<file path="src/rtl/flit_buffer_pkg.sv">
// Shared constants and helpers for the per-VC flit buffer.
// Entry layout in storage is {tail, head, data}.
package flit_buffer_pkg;

  localparam int ERR_OVERFLOW  = 0;
  localparam int ERR_UNDERFLOW = 1;
  localparam int FLAG_BITS     = 2;

  // Bits needed to encode values 0 .. value-1.
  function automatic int clog2(input int value);
    int r;
    r = 0;
    for (int i = 0; i < 31; i++) begin
      if ((1 << i) < value) r = i + 1;
    end
    return r;
  endfunction

  function automatic int entry_width(input int data_w);
    return data_w + FLAG_BITS;
  endfunction

endpackage

</file>
<file path="src/rtl/flit_buffer_vc_fifo.sv">
// Single-VC FIFO: pointers, occupancy count, storage and error pulses.
// Same-cycle push/pop bypass of an empty FIFO exists only when FLIT_BUFFER_BYPASS_EN is defined.
module flit_buffer_vc_fifo
  import flit_buffer_pkg::*;
#(
  parameter int DEPTH  = 8,
  parameter int DATA_W = 64
) (
  input  logic              clk,
  input  logic              reset,
  input  logic              i_push,
  input  logic              i_push_head,
  input  logic              i_push_tail,
  input  logic [DATA_W-1:0] i_push_data,
  input  logic              i_pop,
  output logic [DATA_W-1:0] o_pop_data,
  output logic              o_head_tail,
  output logic              o_empty,
  output logic              o_almost_empty,
  output logic              o_full,
  output logic              o_overflow,
  output logic              o_underflow
);

  localparam int PW = (clog2(DEPTH) < 1) ? 1 : clog2(DEPTH);
  localparam int CW = clog2(DEPTH + 1);
  localparam int EW = entry_width(DATA_W);

  logic [EW-1:0] r_mem [DEPTH];
  logic [PW-1:0] r_wr_ptr;
  logic [PW-1:0] r_rd_ptr;
  logic [CW-1:0] r_count;
  logic          r_overflow;
  logic          r_underflow;

  logic          w_empty;
  logic          w_full;
  logic          w_bypass;
  logic          w_do_push;
  logic          w_do_pop;
  logic [EW-1:0] w_head;
  logic          w_unused_head_flag;

  assign w_empty = (r_count == '0);
  assign w_full  = (r_count == CW'(DEPTH));

`ifdef FLIT_BUFFER_BYPASS_EN
  assign w_bypass = i_push & i_pop & w_empty;
`else
  assign w_bypass = 1'b0;
`endif

  // A pop frees the slot the simultaneous push needs, so full + pop still accepts the push.
  assign w_do_pop  = i_pop & ~w_empty;
  assign w_do_push = i_push & (~w_full | w_do_pop) & ~w_bypass;

  always_ff @(posedge clk) begin
    if (w_do_push) r_mem[r_wr_ptr] <= {i_push_tail, i_push_head, i_push_data};
  end

  always_ff @(posedge clk or posedge reset) begin
    if (reset) begin
      r_wr_ptr    <= '0;
      r_rd_ptr    <= '0;
      r_count     <= '0;
      r_overflow  <= 1'b0;
      r_underflow <= 1'b0;
    end else begin
      if (w_do_push) r_wr_ptr <= (r_wr_ptr == PW'(DEPTH - 1)) ? '0 : r_wr_ptr + PW'(1);
      if (w_do_pop)  r_rd_ptr <= (r_rd_ptr == PW'(DEPTH - 1)) ? '0 : r_rd_ptr + PW'(1);
      r_count     <= r_count + CW'(w_do_push) - CW'(w_do_pop);
      r_overflow  <= i_push & w_full & ~i_pop;
      r_underflow <= i_pop & w_empty & ~w_bypass;
    end
  end

  assign w_head             = r_mem[r_rd_ptr];
  assign w_unused_head_flag = w_head[DATA_W];

  assign o_pop_data     = w_bypass ? i_push_data : w_head[DATA_W-1:0];
  assign o_head_tail    = ~w_empty & w_head[DATA_W+1];
  assign o_empty        = w_empty;
  assign o_almost_empty = (r_count == CW'(1));
  assign o_full         = w_full;
  assign o_overflow     = r_overflow;
  assign o_underflow    = r_underflow;

endmodule

</file>
<file path="src/rtl/flit_buffer.sv">
// Statically partitioned per-VC input flit buffer: num_vcs FIFOs of buffer_size/num_vcs flits.
// Optional same-cycle bypass of an empty VC is enabled by defining FLIT_BUFFER_BYPASS_EN.
module flit_buffer
  import flit_buffer_pkg::*;
#(
  parameter int num_vcs         = 8,
  parameter int buffer_size     = 64,
  parameter int flit_data_width = 64
) (
  input  logic                       clk,
  input  logic                       reset,
  input  logic                       push_active,
  input  logic                       push_valid,
  input  logic [num_vcs-1:0]         push_sel_ivc,
  input  logic                       push_head,
  input  logic                       push_tail,
  input  logic [flit_data_width-1:0] push_data,
  input  logic                       pop_active,
  input  logic                       pop_valid,
  input  logic [num_vcs-1:0]         pop_sel_ivc,
  output logic [flit_data_width-1:0] pop_data,
  output logic [num_vcs-1:0]         pop_tail_ivc,
  output logic [num_vcs-1:0]         almost_empty_ivc,
  output logic [num_vcs-1:0]         empty_ivc,
  output logic                       full,
  output logic [2*num_vcs-1:0]       errors_ivc
);

  localparam int D = buffer_size / num_vcs;

  logic [num_vcs-1:0]         w_push_oh;
  logic [num_vcs-1:0]         w_pop_oh;
  logic [num_vcs-1:0]         w_full_ivc;
  logic [flit_data_width-1:0] w_vc_data [num_vcs];

  // Isolate the lowest set bit so a malformed select still addresses exactly one VC.
  assign w_push_oh = push_sel_ivc & (~push_sel_ivc + num_vcs'(1));
  assign w_pop_oh  = pop_sel_ivc & (~pop_sel_ivc + num_vcs'(1));

  for (genvar v = 0; v < num_vcs; v++) begin : g_vc
    flit_buffer_vc_fifo #(
      .DEPTH  (D),
      .DATA_W (flit_data_width)
    ) u_fifo (
      .clk            (clk),
      .reset          (reset),
      .i_push         (push_active & push_valid & w_push_oh[v]),
      .i_push_head    (push_head),
      .i_push_tail    (push_tail),
      .i_push_data    (push_data),
      .i_pop          (pop_active & pop_valid & w_pop_oh[v]),
      .o_pop_data     (w_vc_data[v]),
      .o_head_tail    (pop_tail_ivc[v]),
      .o_empty        (empty_ivc[v]),
      .o_almost_empty (almost_empty_ivc[v]),
      .o_full         (w_full_ivc[v]),
      .o_overflow     (errors_ivc[2*v+ERR_OVERFLOW]),
      .o_underflow    (errors_ivc[2*v+ERR_UNDERFLOW])
    );
  end

  always_comb begin
    pop_data = '0;
    for (int v = 0; v < num_vcs; v++) begin
      if (w_pop_oh[v]) pop_data = w_vc_data[v];
    end
  end

  assign full = |w_full_ivc;

endmodule

</file>
<file path="config.mk">
export PLATFORM = sky130hd
export DESIGN_NAME = flit_buffer
export DESIGN_NICKNAME = d
export VERILOG_FILES = /design/src/rtl/flit_buffer_pkg.sv /design/src/rtl/flit_buffer_vc_fifo.sv /design/src/rtl/flit_buffer.sv
export SDC_FILE = /design/constraint.sdc
export NUM_CORES = 2
export LEC_CHECK = 0
export BUFFER_PORTS_ARGS = -buffer_cell sky130_fd_sc_hd__buf_2
export CORE_MARGIN = 1
export CORE_UTILIZATION = 65
export CTS_BUF_LIST = sky130_fd_sc_hd__clkbuf_4
export DETAILED_ROUTE_END_ITERATION = 8
export HOLD_SLACK_MARGIN = 0.08
export PLACE_DENSITY = 0.83
export SYNTH_ARGS = -nofsm -noshare
export SYNTH_HDL_FRONTEND = slang
export SYNTH_MEMORY_MAX_BITS = 65536
export SYNTH_SLANG_ARGS = --single-unit
</file>
<file path="constraint.sdc">
create_clock -name clk -period 11.8 [get_ports clk]
set_clock_uncertainty 0.15 [all_clocks]
set_input_delay 2.36 -clock clk [delete_from_list [all_inputs] [get_ports clk]]
set_output_delay 2.36 -clock clk [all_outputs]
set_load 0.1 [all_outputs]
</file>
# Word level (Yosys, flattened, before mapping)
# Memory sizes are Yosys's and may differ from the RTL's.
# Index checks and enable logic that the tools add are counted.
# totals
ramBits	4224
wordCells	265
memories	8
ff_bits	96
# mem_list
name	words	width	rd	rd_clocked_by_memory_dff	wr	line	rtl
g_vc[0].u_fifo.r_mem	8	66	1	0	1	flit_buffer_vc_fifo.sv:29	logic [EW-1:0] r_mem [DEPTH];
g_vc[1].u_fifo.r_mem	8	66	1	0	1	flit_buffer_vc_fifo.sv:29	
g_vc[2].u_fifo.r_mem	8	66	1	0	1	flit_buffer_vc_fifo.sv:29	
g_vc[3].u_fifo.r_mem	8	66	1	0	1	flit_buffer_vc_fifo.sv:29	
g_vc[4].u_fifo.r_mem	8	66	1	0	1	flit_buffer_vc_fifo.sv:29	
g_vc[5].u_fifo.r_mem	8	66	1	0	1	flit_buffer_vc_fifo.sv:29	
+2 memories	-	-	-	-	-	-	
# classes
n_eq_ne	32
bitwise	102
n_reduce_logical	9
add_sub_neg	34
n_mux	40
# ops
operator	n
64-bit 2-to-1 mux	8
1-bit bitwise AND	66
3-bit by 1-bit adder with 3-bit output, second input constant	16
3-bit equality test, second input constant	16
3-bit 2-to-1 mux	16
4-bit by 1-bit adder with 4-bit output	8
4-bit by 1-bit equality test with 1-bit output, second input constant	8
4-bit equality test, second input constant	8
4-bit zero test	8
4-bit by 1-bit subtractor with 4-bit output	8
1-bit NOT	24
8-bit by 1-bit adder with 8-bit output, second input constant	2
8-bit bitwise AND	2
1-bit 2-to-1 mux	16
8-bit NOT	2
1-bit bitwise OR	8
8-bit OR reduction	1

# Logic depth before layout (Yosys ltp)
# depth
word_depth	11
mapped_depth	13
mapped_depth_nobuf	11

# Hierarchy
# From an unflattened synthesis, not the netlist that was laid out.
# unflattened
hier_cells	7377
area_unflattened_um2	168967.1
# modules_own_cells
module	area_each_um2	n_inst	seq_area_each_um2	cells_each
flit_buffer_vc_fifo (g_vc[4].u_fifo ...)	20547.2	4	15915.3	825
flit_buffer_vc_fifo (g_vc[1].u_fifo ...)	20546.0	3	15915.3	825
flit_buffer_vc_fifo (g_vc[0].u_fifo)	20552.2	1	15915.3	826
flit_buffer	4588.2	1	0.0	776

# Least setup slack after synthesis
# OpenSTA, ideal clock, no wires.
# synth_timing
path_type	input-to-reg
startpoint	input pop_sel_ivc[0]
endpoint	memory g_vc[5].u_fifo.r_mem[2][0] (netlist bit), enable pin
t_arrival_ns	10.415
cell_stages	7
path_slack_ns	0.563
cell_sequence	buf_6 nor4_4 nand3_1 or3_1 buf_2 a21oi_4 nor4b_1
# synth_via
elab_chain_cells	9
# synth_lines
element	line	rtl
start: declaration	flit_buffer.sv:20	input logic [num_vcs-1:0] pop_sel_ivc,
8-bit NOT	flit_buffer.sv:38	assign w_pop_oh = pop_sel_ivc & (~pop_sel_ivc + num_vcs'(1));
8-bit by 1-bit adder with 8-bit output	flit_buffer.sv:38	
8-bit bitwise AND	flit_buffer.sv:38	
1-bit bitwise AND	flit_buffer.sv:51	.i_pop (pop_active & pop_valid & w_pop_oh[v]),
1-bit bitwise AND	flit_buffer_vc_fifo.sv:54	assign w_do_pop = i_pop & ~w_empty;
1-bit bitwise OR	flit_buffer_vc_fifo.sv:55	assign w_do_push = i_push & (~w_full | w_do_pop) & ~w_bypass;
1-bit bitwise AND	flit_buffer_vc_fifo.sv:55	
via g_vc[5].u_fifo.w_do_push	flit_buffer_vc_fifo.sv:39	logic w_do_push;
1-bit 2-to-1 mux	flit_buffer_vc_fifo.sv:58	if (w_do_push) r_mem[r_wr_ptr] <= {i_push_tail, i_push_head, i_push_data};
1-bit 2-to-1 mux (implied by the code)	flit_buffer_vc_fifo.sv:58	
end: declaration	flit_buffer_vc_fifo.sv:29	
# The timed path passes the listed nets, and every way through them passes these cells.

# Final worst setup path
# layout_timing
startpoint	input pop_sel_ivc[0]
endpoint	output pop_data[63]
# layout_via
elab_chain_cells	11
# layout_lines
element	line	rtl
8-bit NOT	flit_buffer.sv:38	
8-bit by 1-bit adder with 8-bit output	flit_buffer.sv:38	
8-bit bitwise AND (*)	flit_buffer.sv:38	
64-bit 2-to-1 mux (7 in a row)	flit_buffer.sv:65	if (w_pop_oh[v]) pop_data = w_vc_data[v];
64-bit 2-to-1 mux (*)	flit_buffer.sv:65	
end: declaration	flit_buffer.sv:21	output logic [flit_data_width-1:0] pop_data,
# Mark *: on every way between the ends. The rest lies on a longest branch, timed or not.

==> metrics.txt <==
TritonCTS clock tree=built; Power Dens Cells=195.4 nW/µm²; fmax=0.1067 GHz; CP Capture Type=primary output; Async S/R FF share, synth=2.256%; worst-skew pair later-pin latency=1.49 ns; Setup-failing EPs final=0; most common cell after layout, fill and taps aside=edfxtp_1; Synth Area in Compound Gates=1.702%; CTS Buffer Depth=4; Mapped Nets=7,417; met1 GRT Util=45.84%; Synth-to-Final Area Change=10.83%; total grt overflow=0; Root Driver=clkbuf_4; vias in the first global route=88,360; drc violations=0; status=completed; number of synthesized register bits=4,256; VDD IR-drop max=0.2303 mV; Pre-antenna DRT Iters=8; worst path cell trace=buf_2 -> buf_4 -> nor4_4 -> nand4_1 -> buf_4 -> buf_4 -> o22ai_1 -> or4_1 -> buf_2; DIE AREA=254,600 µm²; Mapped Avg Cell Area=22.67 µm²; Leak Pwr=58.06 nW; post-route ant nets=0; crit share post-route=79.44%; total track usage=34.94%; H-tree depth=6; max_slew headroom=11.72%; Max Slew Vio Count=0; cell family with most CP delay=simple AND/OR/NAND/NOR gates; worst-margin pin slew=1.324 ns; Distinct cells, synth=69; EDFF count, synth=4,160; Starting Density=65.37%; std cell rows=184; routed wire length=441,200 µm; Synth Area in Adders=0.6920%; crit path time final=9.374 ns; CTS Sinks=4,256; met2 Use GR=53.42%; Startpoint Class=input port; total CTS buffers=976; worst-path maximum fanout=28; Post-CTS Resized=0; number of max-cap violations=0; layout cell share with drive strength beyond 1=34.58%; Post-CTS Setup Inserts=0; CP max stage delay=0.89 ns; Crit path top cell by count=buf_4; Nets=8,349; # fillers=13,176; HP Class=flop to flop; hold_buf cts=0; Synth Flop Type=edfxtp_1; IO buf count=191; CP required=9.29 ns; largest net degree at the start of global routing=88; DR vias=86,531; Clk pin slew, worst setup/hold paths=0.07 ns; Simple-Gate Fraction of Synth Area=1.446%; drt wl/cell=35.78 µm; Post-DP HPWL=245,200 µm; slowest stage cell, crit path=nand4_1; total area of sequential cells=127,400 µm²; first-pass GRT wire length=621,200 µm; mux cell area share after synthesis=17.13%; mapped cell area=164,200 µm²; Final GP Congestion=0.8398; Top Usage Layer GRT=met2; io pins=193; Fin Setup TNS=0 ns; Initial DRC Count=13,444; met3 usage=10.69%; Worst Path Buf+Inv=5; Seq/Total Area, Yosys=77.55%; footprint of the multi-input gates=34,990 µm²; Die W=504.6 µm; largest family of logic cells by synthesized area=multiplexers; Finished Core Util=72.44%; Yosys warnings=0; Crit Path Class=input port to primary output; unrepaired setup endpoints after global routing=false; xor-xnor portion of the synthesized cell area=0.08535%; WP data arrival=6.86 ns; Chip Height=504.6 µm; antenna violations before repair=39; leading cell types in the layout, fill and taps excluded=edfxtp_1 (4,160), clkbuf_4 (1,435), mux4_2 (996); vias per cell=7.018; Final Hold Viols=0; post-synthesis cell count=7,243; Core ar.=251,200 µm²
[where the power goes]
part / internal (mW) / total, mW / switching, mW
Clock: 5.98 / 11.7 / 5.74
Sequential: 16.8 / 17.3 / 0.485
Combinational: 2.47 / 6.55 / 4.07
[state kept, by name, indices dropped and copies added, names as in the netlist]
signal,flops
g_vc.u_fifo.r_count,32
g_vc.u_fifo.r_wr_ptr,24
g_vc.u_fifo.r_mem,4160
g_vc.u_fifo.r_rd_ptr,24
g_vc.u_fifo.o_overflow,8
g_vc.u_fifo.o_underflow,8
[cells by family (layout without fill, tap and decap cells)]
logic type	Yosys count	count (layout)
simple gates	435	435
other cells	0	32
flops	4256	4256
compound gates	412	412
mux	1554	1554
xor+xnor	16	16
fa+ha+maj	86	86
buf+inv	484	2190
[cell usage after synthesis (18+ instances only)]
| library cell | number | share of area, % |
|---|---|---|
| a21oi_1 | 44 | 0.13 |
| buf_2 | 138 | 0.42 |
| a21o_1 | 22 | 0.10 |
| o22ai_1 | 156 | 0.59 |
| edfxtp_1 | 4160 | 76 |
| inv_1 | 66 | 0.15 |
| mux2_2 | 91 | 0.62 |
| buf_1 | 39 | 0.089 |
| nor2b_1 | 24 | 0.091 |
| nor3b_1 | 23 | 0.11 |
| mux4_2 | 996 | 14 |
| nand2b_1 | 18 | 0.069 |
| or4_1 | 21 | 0.096 |
| ha_1 | 78 | 0.59 |
| buf_4 | 63 | 0.29 |
| nand2_1 | 122 | 0.28 |
| nor3_1 | 40 | 0.12 |
| o21ai_0 | 45 | 0.14 |
| mux2i_1 | 465 | 2.8 |
| clkbuf_1 | 170 | 0.39 |
| dfrtp_1 | 96 | 1.5 |
| nor2_1 | 81 | 0.19 |
| o221ai_1 | 55 | 0.29 |
| nand3_1 | 21 | 0.064 |
[per-layer routing]
layer  up-vias  share of wire, %
li1      33211                 -
met1     43658                32
met2      8246                47
met3      1398                16
met4        18               5.5
met5         -             0.033
[stage by stage]
step                      setup slack, ns  cell area, µm²  power (mW)  std cells  hold WS (ns)
after floorplan                    0.5634          164200       22.18       7243        0.3960
after global placement              2.915          169300       23.79      10545        0.4135
after detailed placement            2.680          169300       24.02      10545        0.4469
after CTS                           2.636          181900       35.59      12297        0.4670
after global routing                2.601          181900       36.61      12321        0.4901
final                               2.426          182000       35.56      12329        0.4685
[path summary, 6_finish.rpt]
path                                                  from                           to  slack, ns  cells after the start
worst min-delay path            g_vc[3].u_fifo.r_wr_ptr[0]   g_vc[3].u_fifo.r_wr_ptr[0]       0.47                      1
worst max-delay path                        pop_sel_ivc[0]                 pop_data[63]       2.43                      9
worst min register to register  g_vc[3].u_fifo.r_wr_ptr[0]   g_vc[3].u_fifo.r_wr_ptr[0]       0.47                      1
min in group asynchronous                            reset    g_vc[0].u_fifo.r_count[2]       0.79                      2
max in group asynchronous                            reset   g_vc[3].u_fifo.r_rd_ptr[1]       9.09                      3
worst max register to register   g_vc[1].u_fifo.r_count[2]  g_vc[1].u_fifo.r_mem[3][63]       6.82                     10
[cell type report]
cell class,instances,area share [%]
sequential,4256,70.02
multi-input combinational,2503,19.23
clock buffer,1435,5.920
tap,3348,2.302
timing repair buffer,372,1.348
clock inverter,317,0.9977
inverter,66,0.1375
antenna,32,0.04401
[worst register-to-register path, cell delays in order (launching register included)]
cell and delay [ns]:
dfrtp_1 0.32, inv_1 0.07, ha_1 0.22, nor3b_1 0.16, buf_4 0.19, nor3_2 0.52
o21bai_1 0.45, inv_1 0.28, nand2_1 0.25, nor2_4 0.89, buf_4 0.94
(Power assumes the default switching activity.)
